## src/rtl/mips_multicycle_ctrl.sv

```systemverilog
// Multicycle MIPS control FSM (Moore). Sequences fetch/decode/execute over a
// shared ALU and unified memory for R-type, lw, sw, beq, addi and j.
// Optional feature macro: MIPS_CTRL_BNE_EN adds bne (Op=000101) via BRANCH.
//
// state   | meaning
// FETCH   | read instruction, PC <= PC+4
// DECODE  | branch target into ALUOut, dispatch on Op
// MEMADR  | effective address A+SignImm
// MEMRD   | read data memory at ALUOut
// MEMWB   | write loaded data to rt
// MEMWR   | write B to memory at ALUOut
// EXECUTE | R-type ALU op on A,B
// ALUWB   | write ALUOut to rd
// BRANCH  | compare A,B; PC <= ALUOut if taken
// ADDIEX  | A+SignImm
// ADDIWB  | write ALUOut to rt
// JUMP    | PC <= jump target
module mips_multicycle_ctrl #(
  parameter int STATE_W = 4
) (
  input  logic               clk,
  input  logic               reset,
  input  logic [5:0]         Op,
  input  logic [5:0]         Funct,
  input  logic               Zero,
  output logic               IorD,
  output logic               MemWrite,
  output logic               IRWrite,
  output logic               PCEn,
  output logic               RegDst,
  output logic               MemToReg,
  output logic               RegWrite,
  output logic               ALUSrcA,
  output logic [1:0]         ALUSrcB,
  output logic [2:0]         ALUControl,
  output logic [1:0]         PCSrc,
  output logic [STATE_W-1:0] state
);

  typedef enum logic [3:0] {
    FETCH   = 4'd0,
    DECODE  = 4'd1,
    MEMADR  = 4'd2,
    MEMRD   = 4'd3,
    MEMWB   = 4'd4,
    MEMWR   = 4'd5,
    EXECUTE = 4'd6,
    ALUWB   = 4'd7,
    BRANCH  = 4'd8,
    ADDIEX  = 4'd9,
    ADDIWB  = 4'd10,
    JUMP    = 4'd11
  } state_t;

  localparam logic [5:0] OP_RTYPE = 6'b000000;
  localparam logic [5:0] OP_LW    = 6'b100011;
  localparam logic [5:0] OP_SW    = 6'b101011;
  localparam logic [5:0] OP_BEQ   = 6'b000100;
  localparam logic [5:0] OP_BNE   = 6'b000101;
  localparam logic [5:0] OP_ADDI  = 6'b001000;
  localparam logic [5:0] OP_J     = 6'b000010;

  state_t state_q, state_d;
  logic   pc_write, branch, mem_write_c, ir_write_c, reg_write_c, branch_cond;

  // State register; reset always lands in FETCH.
  always_ff @(posedge clk) begin
    if (reset) state_q <= FETCH;
    else       state_q <= state_d;
  end

`ifdef MIPS_CTRL_BNE_EN
  logic branch_ne_q;

  // Remember in DECODE whether the branch sense is inverted (bne).
  always_ff @(posedge clk) begin
    if (reset)                 branch_ne_q <= 1'b0;
    else if (state_q == DECODE) branch_ne_q <= (Op == OP_BNE);
  end

  assign branch_cond = Zero ^ branch_ne_q;
`else
  assign branch_cond = Zero;
`endif

  // Next-state selection and per-state control decode.
  always_comb begin
    state_d     = FETCH;
    IorD        = 1'b0;
    mem_write_c = 1'b0;
    ir_write_c  = 1'b0;
    pc_write    = 1'b0;
    branch      = 1'b0;
    RegDst      = 1'b0;
    MemToReg    = 1'b0;
    reg_write_c = 1'b0;
    ALUSrcA     = 1'b0;
    ALUSrcB     = 2'b00;
    ALUControl  = 3'b010;
    PCSrc       = 2'b00;
    case (state_q)
      FETCH: begin
        ir_write_c = 1'b1;
        pc_write   = 1'b1;
        ALUSrcB    = 2'b01;
        state_d    = DECODE;
      end
      DECODE: begin
        ALUSrcB = 2'b11;
        case (Op)
          OP_LW, OP_SW: state_d = MEMADR;
          OP_RTYPE:     state_d = EXECUTE;
          OP_BEQ:       state_d = BRANCH;
`ifdef MIPS_CTRL_BNE_EN
          OP_BNE:       state_d = BRANCH;
`endif
          OP_ADDI:      state_d = ADDIEX;
          OP_J:         state_d = JUMP;
          default:      state_d = FETCH;
        endcase
      end
      MEMADR: begin
        ALUSrcA = 1'b1;
        ALUSrcB = 2'b10;
        state_d = (Op == OP_LW) ? MEMRD : MEMWR;
      end
      MEMRD: begin
        IorD    = 1'b1;
        state_d = MEMWB;
      end
      MEMWB: begin
        MemToReg    = 1'b1;
        reg_write_c = 1'b1;
      end
      MEMWR: begin
        IorD        = 1'b1;
        mem_write_c = 1'b1;
      end
      EXECUTE: begin
        ALUSrcA = 1'b1;
        case (Funct)
          6'b100010: ALUControl = 3'b110;
          6'b100100: ALUControl = 3'b000;
          6'b100101: ALUControl = 3'b001;
          6'b101010: ALUControl = 3'b111;
          default:   ALUControl = 3'b010;
        endcase
        state_d = ALUWB;
      end
      ALUWB: begin
        RegDst      = 1'b1;
        reg_write_c = 1'b1;
      end
      BRANCH: begin
        ALUSrcA    = 1'b1;
        ALUControl = 3'b110;
        PCSrc      = 2'b01;
        branch     = 1'b1;
      end
      ADDIEX: begin
        ALUSrcA = 1'b1;
        ALUSrcB = 2'b10;
        state_d = ADDIWB;
      end
      ADDIWB: reg_write_c = 1'b1;
      JUMP: begin
        PCSrc    = 2'b10;
        pc_write = 1'b1;
      end
      default: state_d = FETCH;
    endcase
  end

  // Architectural write strobes are suppressed while reset is held.
  assign MemWrite = mem_write_c & ~reset;
  assign IRWrite  = ir_write_c & ~reset;
  assign RegWrite = reg_write_c & ~reset;
  assign PCEn     = (pc_write | (branch & branch_cond)) & ~reset;
  assign state    = STATE_W'(state_q);

endmodule

```

## config.mk

```make
export PLATFORM = sky130hd
export DESIGN_NAME = mips_multicycle_ctrl
export DESIGN_NICKNAME = d
export VERILOG_FILES = /design/src/rtl/mips_multicycle_ctrl.sv
export SDC_FILE = /design/constraint.sdc
export NUM_CORES = 1
export LEC_CHECK = 0
export ABC_AREA = 1
export BUFFER_PORTS_ARGS = -buffer_cell sky130_fd_sc_hd__buf_2
export CAP_MARGIN = 20
export CELL_PAD_IN_SITES_DETAIL_PLACEMENT = 0
export CELL_PAD_IN_SITES_GLOBAL_PLACEMENT = 1
export CORE_MARGIN = 1
export CORE_UTILIZATION = 25
export DETAILED_ROUTE_END_ITERATION = 12
export HOLD_SLACK_MARGIN = 0.08
export PLACE_DENSITY_LB_ADDON = 0.1
export SLEW_MARGIN = 20
export SYNTH_ARGS = -nofsm -noshare
export SYNTH_HDL_FRONTEND = slang
export SYNTH_SLANG_ARGS = --single-unit
```

## constraint.sdc

```tcl
create_clock -name clk -period 2.91 [get_ports clk]
set_input_delay 0.1455 -clock clk [delete_from_list [all_inputs] [get_ports clk]]
set_output_delay 0.1455 -clock clk [all_outputs]
set_load 0.005 [all_outputs]
```

==> results of run 1 <==
## worst max-delay path by stage
stage          slack [ps]             to  cells past startpoint
2_1_floorplan        1820           PCEn                      4
5_1_grt              1260  ALUControl[0]                      7
3_3_place_gp         1650  ALUControl[0]                      7
3_5_place_dp         1650  ALUControl[0]                      7
6_report             1420  ALUControl[0]                      7
4_1_cts              1400  ALUControl[0]                      7
## cells by family after synthesis
logic type,after synthesis
buf+inv,24
compound gates,15
simple gates,61
flops,4
## stage by stage
step | setup slack [ps] | hold slack, ps | cell area [sq um] | utilization
2_1_floorplan | 1820 | 215 | 505 | -
3_3_place_gp | 1650 | 419 | 702 | 0.390
3_5_place_dp | 1650 | 410 | 702 | 0.390
4_1_cts | 1400 | 163 | 724 | 0.402
5_1_grt | 1260 | 181 | 724 | 0.402
6_report | 1420 | 167 | 724 | 0.402
## critical path: cells and delay by family (launching register included)
kind / cells / cell delay (ps)
buffers and inverters: 3 / 290
flip-flops: 1 / 460
AND/OR/NAND/NOR: 3 / 250
AO/OA/AOI/OAI: 1 / 120
## per-layer routing
metal,vias to the layer above,GRT usage,wire length (microns)
li1,390,-,-
met1,278,0.177,720
met2,24,0.214,577
met3,0,0.0231,96
met4,0,0.0343,0
met5,-,0,0
## placed cells by master, fill, tap and decap left out, drive strengths merged
| master | n |
|---|---|
| buf | 33 |
| nand2 | 30 |
| inv | 24 |
| nor2 | 24 |
| o21ai | 9 |
| nand3 | 6 |
| a21oi | 5 |
| dfxtp | 4 |
| clkbuf | 3 |
| nor4 | 1 |
| o22ai | 1 |
## area by class of cell
type | instances | area (sq um) | share of cell area
Sequential cell | 4 | 80.1 | 0.111
Clock buffer | 3 | 22.5 | 0.0311
Tap cell | 25 | 31.3 | 0.0432
Inverter | 24 | 90.1 | 0.124
Multi-Input combinational cell | 76 | 335 | 0.463
Timing Repair Buffer | 33 | 165 | 0.228
## report_power, final
| part | switching [mW] | internal [mW] |
|---|---|---|
| clock | 0.0209 | 0.0460 |
| sequential | 0.00278 | 0.0569 |
| combinational | 0.0270 | 0.0210 |
| total | 0.0507 | 0.124 |
==> results.tsv, run 1 <==
metric	value	unit
outcome	complete, no violations	
clk-insertion-delay-late	230	ps
area_growth	43.3	%
regToRegStartpoint	state[0]	
critPathCaptureType	output port	
worstSetupStartpoint	state[1]	
ir_worst_vdd	0.180	mV
timing.max_cap.violations	0	
antenna_found_initial	0	
power_density	241	nW/um^2
die_w	47.0	microns
cellLeakagePower	0.444	nW
final_min_period_over_clock_period	0.512	
critPathRequiredTime	2760	ps
design.die.area	2210	sq um
grt.total_usage	0.131	
syn_inst	104	
rsz0062_at_grt	false	
numClockSinks	4	
reg2reg_to	state[2]	
r2r.worst_path.cells	9	
worst_hold_path.num_cells	2	
critPathSlowestCell	sky130_fd_sc_hd__dfxtp_1	
worstHoldPathType	input port to flop	
synthesis.area	505	sq um
grt_pass1_wl	2.10	mm
setup_violations	0	
async_flop_share	0	
filler_cell_count	233	
ios	34	
synth-xor-area-share	0	
die_h	47.0	microns
globalRoute.totalOverflow	0	
routed_wirelength	1.39	mm
root_buffer	sky130_fd_sc_hd__clkbuf_4	
worst-slew-pin-transition	272	ps
final-hold-violation-count	0	
max-clock-path-buffers	2	
simple_gate_share_of_the_synthesized_area	0.512	
tritoncts_clock_tree	yes	
ctsHtreeMaxLevel	1	
dp.cells	162	
hold_path_end	state[1]	
final_layout_size_suffix_gt1_frac	0.321	
yosys_warnings	0	
timing.slew.headroom	0.818	
slew_viol_final	0	
numCtsBuffers	3	
grt_start_max_net_pins	8	
synth.cells.most_frequent	sky130_fd_sc_hd__nand2_1, sky130_fd_sc_hd__inv_1, sky130_fd_sc_hd__nor2_1	
synth.yosys.seq_area_share	0.158	
floorplan.rows	15	
yosys_most_used_dff	sky130_fd_sc_hd__dfxtp_1	
postSynthRegisterBits	4	
finalWorstPathRequiredPeriod	1490	ps
io_buffer_count	33	
post_layout_nonfiller_instances	165	
worstSetupPathType	flop to output port	
maxClockFrequency	671	MHz
synth-compound-area-share	0.151	
antenna_violating_nets_post_route	0	
timing.setup.tns	0	ps
yosysUniqueCellTypes	14	
final.setup_skew	3.25	ps
count_leader_synth	sky130_fd_sc_hd__nand2_1	
max_reg_flops	4	
reg2reg_slack	1760	ps
antenna_cells	0	
drt-pass1-iter-count	4	
synth.area.mux_share	0	
synth_top_family_by_area	simple AND/OR/NAND/NOR gates	
count_of_cells_resized_by_post_cts_repair	0	
synth-edff-count	0	
synth.avg_cell_area	4.86	sq um
critical_path_peak_fanout	7	
first_global_vias	534	
cts_post_setup_buffers_inserted	0	
core-area	1800	sq um
startpoint_type	flop	
drt-initial-drc-count	8	
worst-endpoint-arrival	1340	ps
place_hpwl	1.19	mm
synthTopCellsByArea	sky130_fd_sc_hd__nand2_1, sky130_fd_sc_hd__dfxtp_1, sky130_fd_sc_hd__inv_1	
initial_core_util	0.281	
yosys.area.top_type	sky130_fd_sc_hd__nand2_1	
vias	692	
remaining_drc_errors	0	
clk_pin_slew_worst_setup_hold_paths	40	ps
replace_congestion	0.766	
finalNetCount	157	
synth.top_cell.area_share	0.200	
critical-path-max-stage-delay	460	ps
cells_traversed_along_the_worst_timing_path	nand2_2, inv_2, nand2_1, inv_2, nand2_1, o21ai_1, buf_2	
report.power.total	0.175	mW
viasPerCell	4.19	
synth_fp_nets	119	
routedWlPerCell	8.45	microns
synth_adder_area_share	0	
quantity_of_hold_fixing_buffers_added_after_cts	0	
timing.hold.worst.start	reset	
Power figures use the tool's default switching activity.
==> inputs of run 2 (changes only) <==
--- a/config.mk
+++ b/config.mk
@@ -5,7 +5,7 @@
 export SDC_FILE = /design/constraint.sdc
 export NUM_CORES = 1
 export LEC_CHECK = 0
-export ABC_AREA = 1
+export ABC_AREA = 0
 export BUFFER_PORTS_ARGS = -buffer_cell sky130_fd_sc_hd__buf_2
 export CAP_MARGIN = 20
 export CELL_PAD_IN_SITES_DETAIL_PLACEMENT = 0
==> constraint.sdc (replaced) <==
create_clock -name clk -period 1.5 [get_ports clk]
set_input_delay 0.075 -clock clk [delete_from_list [all_inputs] [get_ports clk]]
set_output_delay 0.075 -clock clk [all_outputs]
set_load 0.005 [all_outputs]
==> run 2 against run 1 <==
- the run now ends with setup timing left
- highest routed layer unchanged
- clock skew shrank 2.1 ps
- clock power grew 88%
- non-clock buffer count grew 6
- power up 97%
- via count fell by 5.9%
- worst hold slack got worse by 41 ps
- synthesized area shrank 2.7%
- sequential cell count unchanged
- sequential share of layout area down 0.79 points
- critical endpoint is now ALUControl[1]
- largest power group unchanged
==> results.tsv, run 2 <==
metric	value	unit	change
outcome	finished, violations left		
violations	setup timing		
critPathRequiredTime	1420	ps	-1340 ps
synth.yosys.seq_area_share	0.163		+0.00443
clk_pin_slew_worst_setup_hold_paths	30	ps	about the same
most_frequent_cells_in_the_layout	sky130_fd_sc_hd__buf_2, sky130_fd_sc_hd__a21oi_1, sky130_fd_sc_hd__nor2_1		
numClockSinks	4		unchanged
routedWlPerCell	11.6	microns	+38%
critPathCaptureType	output port		
reg2reg_to	state[3]		
drt-initial-drc-count	10		+2
post_layout_instance_area	805	sq um	+11%
final_min_period_over_clock_period	1.03		
worstSetupPathType	flop to output port		
critical_path_peak_fanout	3		-4
share_comb_of_total_power	0.304		+0.029
final_core_util	0.451		+0.0491
switching_power	0.0930	mW	+84%
final-hold-violation-count	0		unchanged
share_clk_of_total_power	0.367		-0.016
timing.hold.worst.start	reset		
globalRoute.totalOverflow	0		unchanged
finalWorstPathRequiredPeriod	1540	ps	
post_layout_nonfiller_instances	133		-19%
synth.top_cell.area_share	0.163		-0.0376
synth-edff-count	0		unchanged
regToRegStartpoint	state[1]		
worst_hold_path.num_cells	2		unchanged
root_buffer	sky130_fd_sc_hd__clkbuf_4		
cellLeakagePower	0.348	nW	-22%
cells_traversed_along_the_worst_timing_path	nand2b_4, or4b_4, nand2b_4, buf_6		
yosys.area.top_type	sky130_fd_sc_hd__dfxtp_1		
max-clock-path-buffers	2		unchanged
antenna_violating_nets_post_route	0		unchanged
grt.total_usage	0.151		+0.0204
ir_worst_vdd	0.328	mV	+82%
drt-pass1-iter-count	4		unchanged
worstSetupStartpoint	state[0]		
clk-insertion-delay-late	230	ps	about the same
max_reg_flops	4		unchanged
power_switching_share	0.271		-0.0195
critical-path-max-stage-delay	520	ps	+60 ps
initial_core_util	0.276		-0.00477
tritoncts_clock_tree	yes		
core-area	1780	sq um	-1.0%
remaining_drc_errors	0		unchanged
yosys_warnings	0		unchanged
layout.cells.most_common	sky130_fd_sc_hd__buf_2		
slew_viol_final	0		unchanged
synthesis.area	492	sq um	-2.7%
timing.slew.headroom	0.734		-0.0848
post-route-worst-setup-slack	-41.1	ps	-1460 ps
quantity_of_hold_fixing_buffers_added_after_cts	0		unchanged
routed_wirelength	1.55	mm	+11%
postPlaceCellArea	723	sq um	+3.0%
synth.cells.most_frequent	sky130_fd_sc_hd__a21oi_1, sky130_fd_sc_hd__nand2b_1, sky130_fd_sc_hd__nor2_1, sky130_fd_sc_hd__nor3_1, sky130_fd_sc_hd__dfxtp_1		
numCtsBuffers	3		unchanged
die_h	46.4	microns	-1.3%
ctsHtreeMaxLevel	1		unchanged
floorplan.rows	15		unchanged
rsz0062_at_grt	true		
startpoint_type	flop		
syn_inst	70		-33%
r2r.worst_path.cells	5		-4
final.setup_skew	1.19	ps	-2.06 ps
power_frac_seq	0.329		-0.013
cpLargestDelayFamily	simple AND/OR/NAND/NOR gates		
yosysUniqueCellTypes	31		+17
yosys_most_used_dff	sky130_fd_sc_hd__dfxtp_1		
worst-endpoint-arrival	1470	ps	+130 ps
antenna_cells	0		unchanged
place_hpwl	1.18	mm	-0.24%
hold_path_end	state[0]		
replace_congestion	0.765		-0.10%
setup_violations	3		+3
antenna_found_initial	0		unchanged
area_growth	63.6	%	
worstHoldPathType	input port to flop		
finalNetCount	125		-20%
synth.avg_cell_area	7.02	sq um	+45%
first_global_vias	518		-3.0%
postSynthRegisterBits	4		unchanged
synthTopCellsByArea	sky130_fd_sc_hd__dfxtp_1, sky130_fd_sc_hd__nand2b_1, sky130_fd_sc_hd__a21oi_1		
dp.cells	129		-20%
reg2reg_slack	180	ps	-1580 ps
path_common_cell	sky130_fd_sc_hd__nand2b_4		
critical_path_buf_inv_count	1		-2
report.power.total	0.343	mW	+97%
power_density	427	nW/um^2	+77%
critPathSlowestCell	sky130_fd_sc_hd__or4b_4		
grt_start_max_net_pins	16		+8
viasPerCell	4.89		+17%
grt_pass1_wl	2.26	mm	+7.6%
die_w	46.4	microns	-1.3%
async_flop_share	0		unchanged
intPower	0.250	mW	+100%
maxClockFrequency	649	MHz	
ios	34		unchanged
timing.max_cap.violations	0		unchanged
final_layout_size_suffix_gt1_frac	0.500		+0.179
worst-slew-pin-transition	399	ps	+127 ps
design.die.area	2150	sq um	-2.6%
synth_fp_nets	85		-29%
vias	651		-5.9%
io_buffer_count	33		unchanged
run 2: cell count changes after synthesis, moves of 3 or more:
cell | previous run | this run
sky130_fd_sc_hd__nor3_1 | 0 | 7
sky130_fd_sc_hd__nand2_2 | 3 | 0
sky130_fd_sc_hd__inv_2 | 3 | 0
sky130_fd_sc_hd__nand2b_1 | 0 | 7
sky130_fd_sc_hd__clkbuf_1 | 0 | 3
sky130_fd_sc_hd__inv_1 | 21 | 2
sky130_fd_sc_hd__o21ai_0 | 8 | 2
sky130_fd_sc_hd__nand3_1 | 6 | 1
sky130_fd_sc_hd__nor2_1 | 21 | 7
sky130_fd_sc_hd__nand2_1 | 27 | 2
run 2: worst max path at each step:
stage                          to  slack (ps)  cells after the start
finish              ALUControl[1]         -40                      4
global route        ALUControl[2]         -80                      4
CTS                 ALUControl[1]         -40                      4
detailed placement  ALUControl[1]         130                      4
global placement         state[0]         130                      5
floorplan           ALUControl[2]         220                      3
run 2: power groups by stage:
stage               Clock [mW]  Sequential [mW]  Combinational [mW]
floorplan                    0            0.115              0.0474
global placement             0            0.113              0.0997
detailed placement           0            0.113               0.101
CTS                      0.132            0.112               0.103
global route             0.137            0.113               0.116
finish                   0.126            0.113               0.104
run 2: area by class of cell:
class                           count  area (sq um)
Clock buffer                        3          22.5
Fill cell                         199           978
Inverter                            2          7.51
Multi-Input combinational cell     60           428
Sequential cell                     4          82.6
Tap cell                           25          31.3
Timing Repair Buffer               39           233
run 2: what timing repair did:
| action | in CTS | in global routing |
|---|---|---|
| resized for setup | 5 | 5 |
| pin swaps | 1 | 0 |
| setup buffers | 1 | 0 |
| setup endpoints to repair | 4 | 5 |
| gates cloned | 0 | 0 |
run 2: routing by layer:
layer	wire length [microns]	GRT usage
met5	0	0
met1	706	0.195
met3	62	0.0275
met2	780	0.239
met4	0	0.0706
run 2: through the flow:
| stage | worst slack [ps] | hold slack [ps] | TNS, ps |
|---|---|---|---|
| 3_5_place_dp | 129 | 361 | 0 |
| 5_1_grt | -80.4 | 123 | -263 |
| 4_1_cts | -40.3 | 110 | -92.0 |
| 2_1_floorplan | 216 | 151 | 0 |
| 6_report | -41.1 | 126 | -90.3 |
| 3_3_place_gp | 126 | 361 | 0 |
run 2: cell families (layout without fill, tap and decap cells):
kind of cell / after synthesis / count (layout) / share of synthesized area
DFF: 4 / 4 / 0.163
xor gates and xnor gates: 2 / 2 / 0.0356
buffers and inverters: 6 / 44 / 0.0458
and+or+nand+nor: 41 / 41 / 0.527
muxes: 1 / 1 / 0.0204
AOI/OAI and AO/OA: 16 / 16 / 0.209
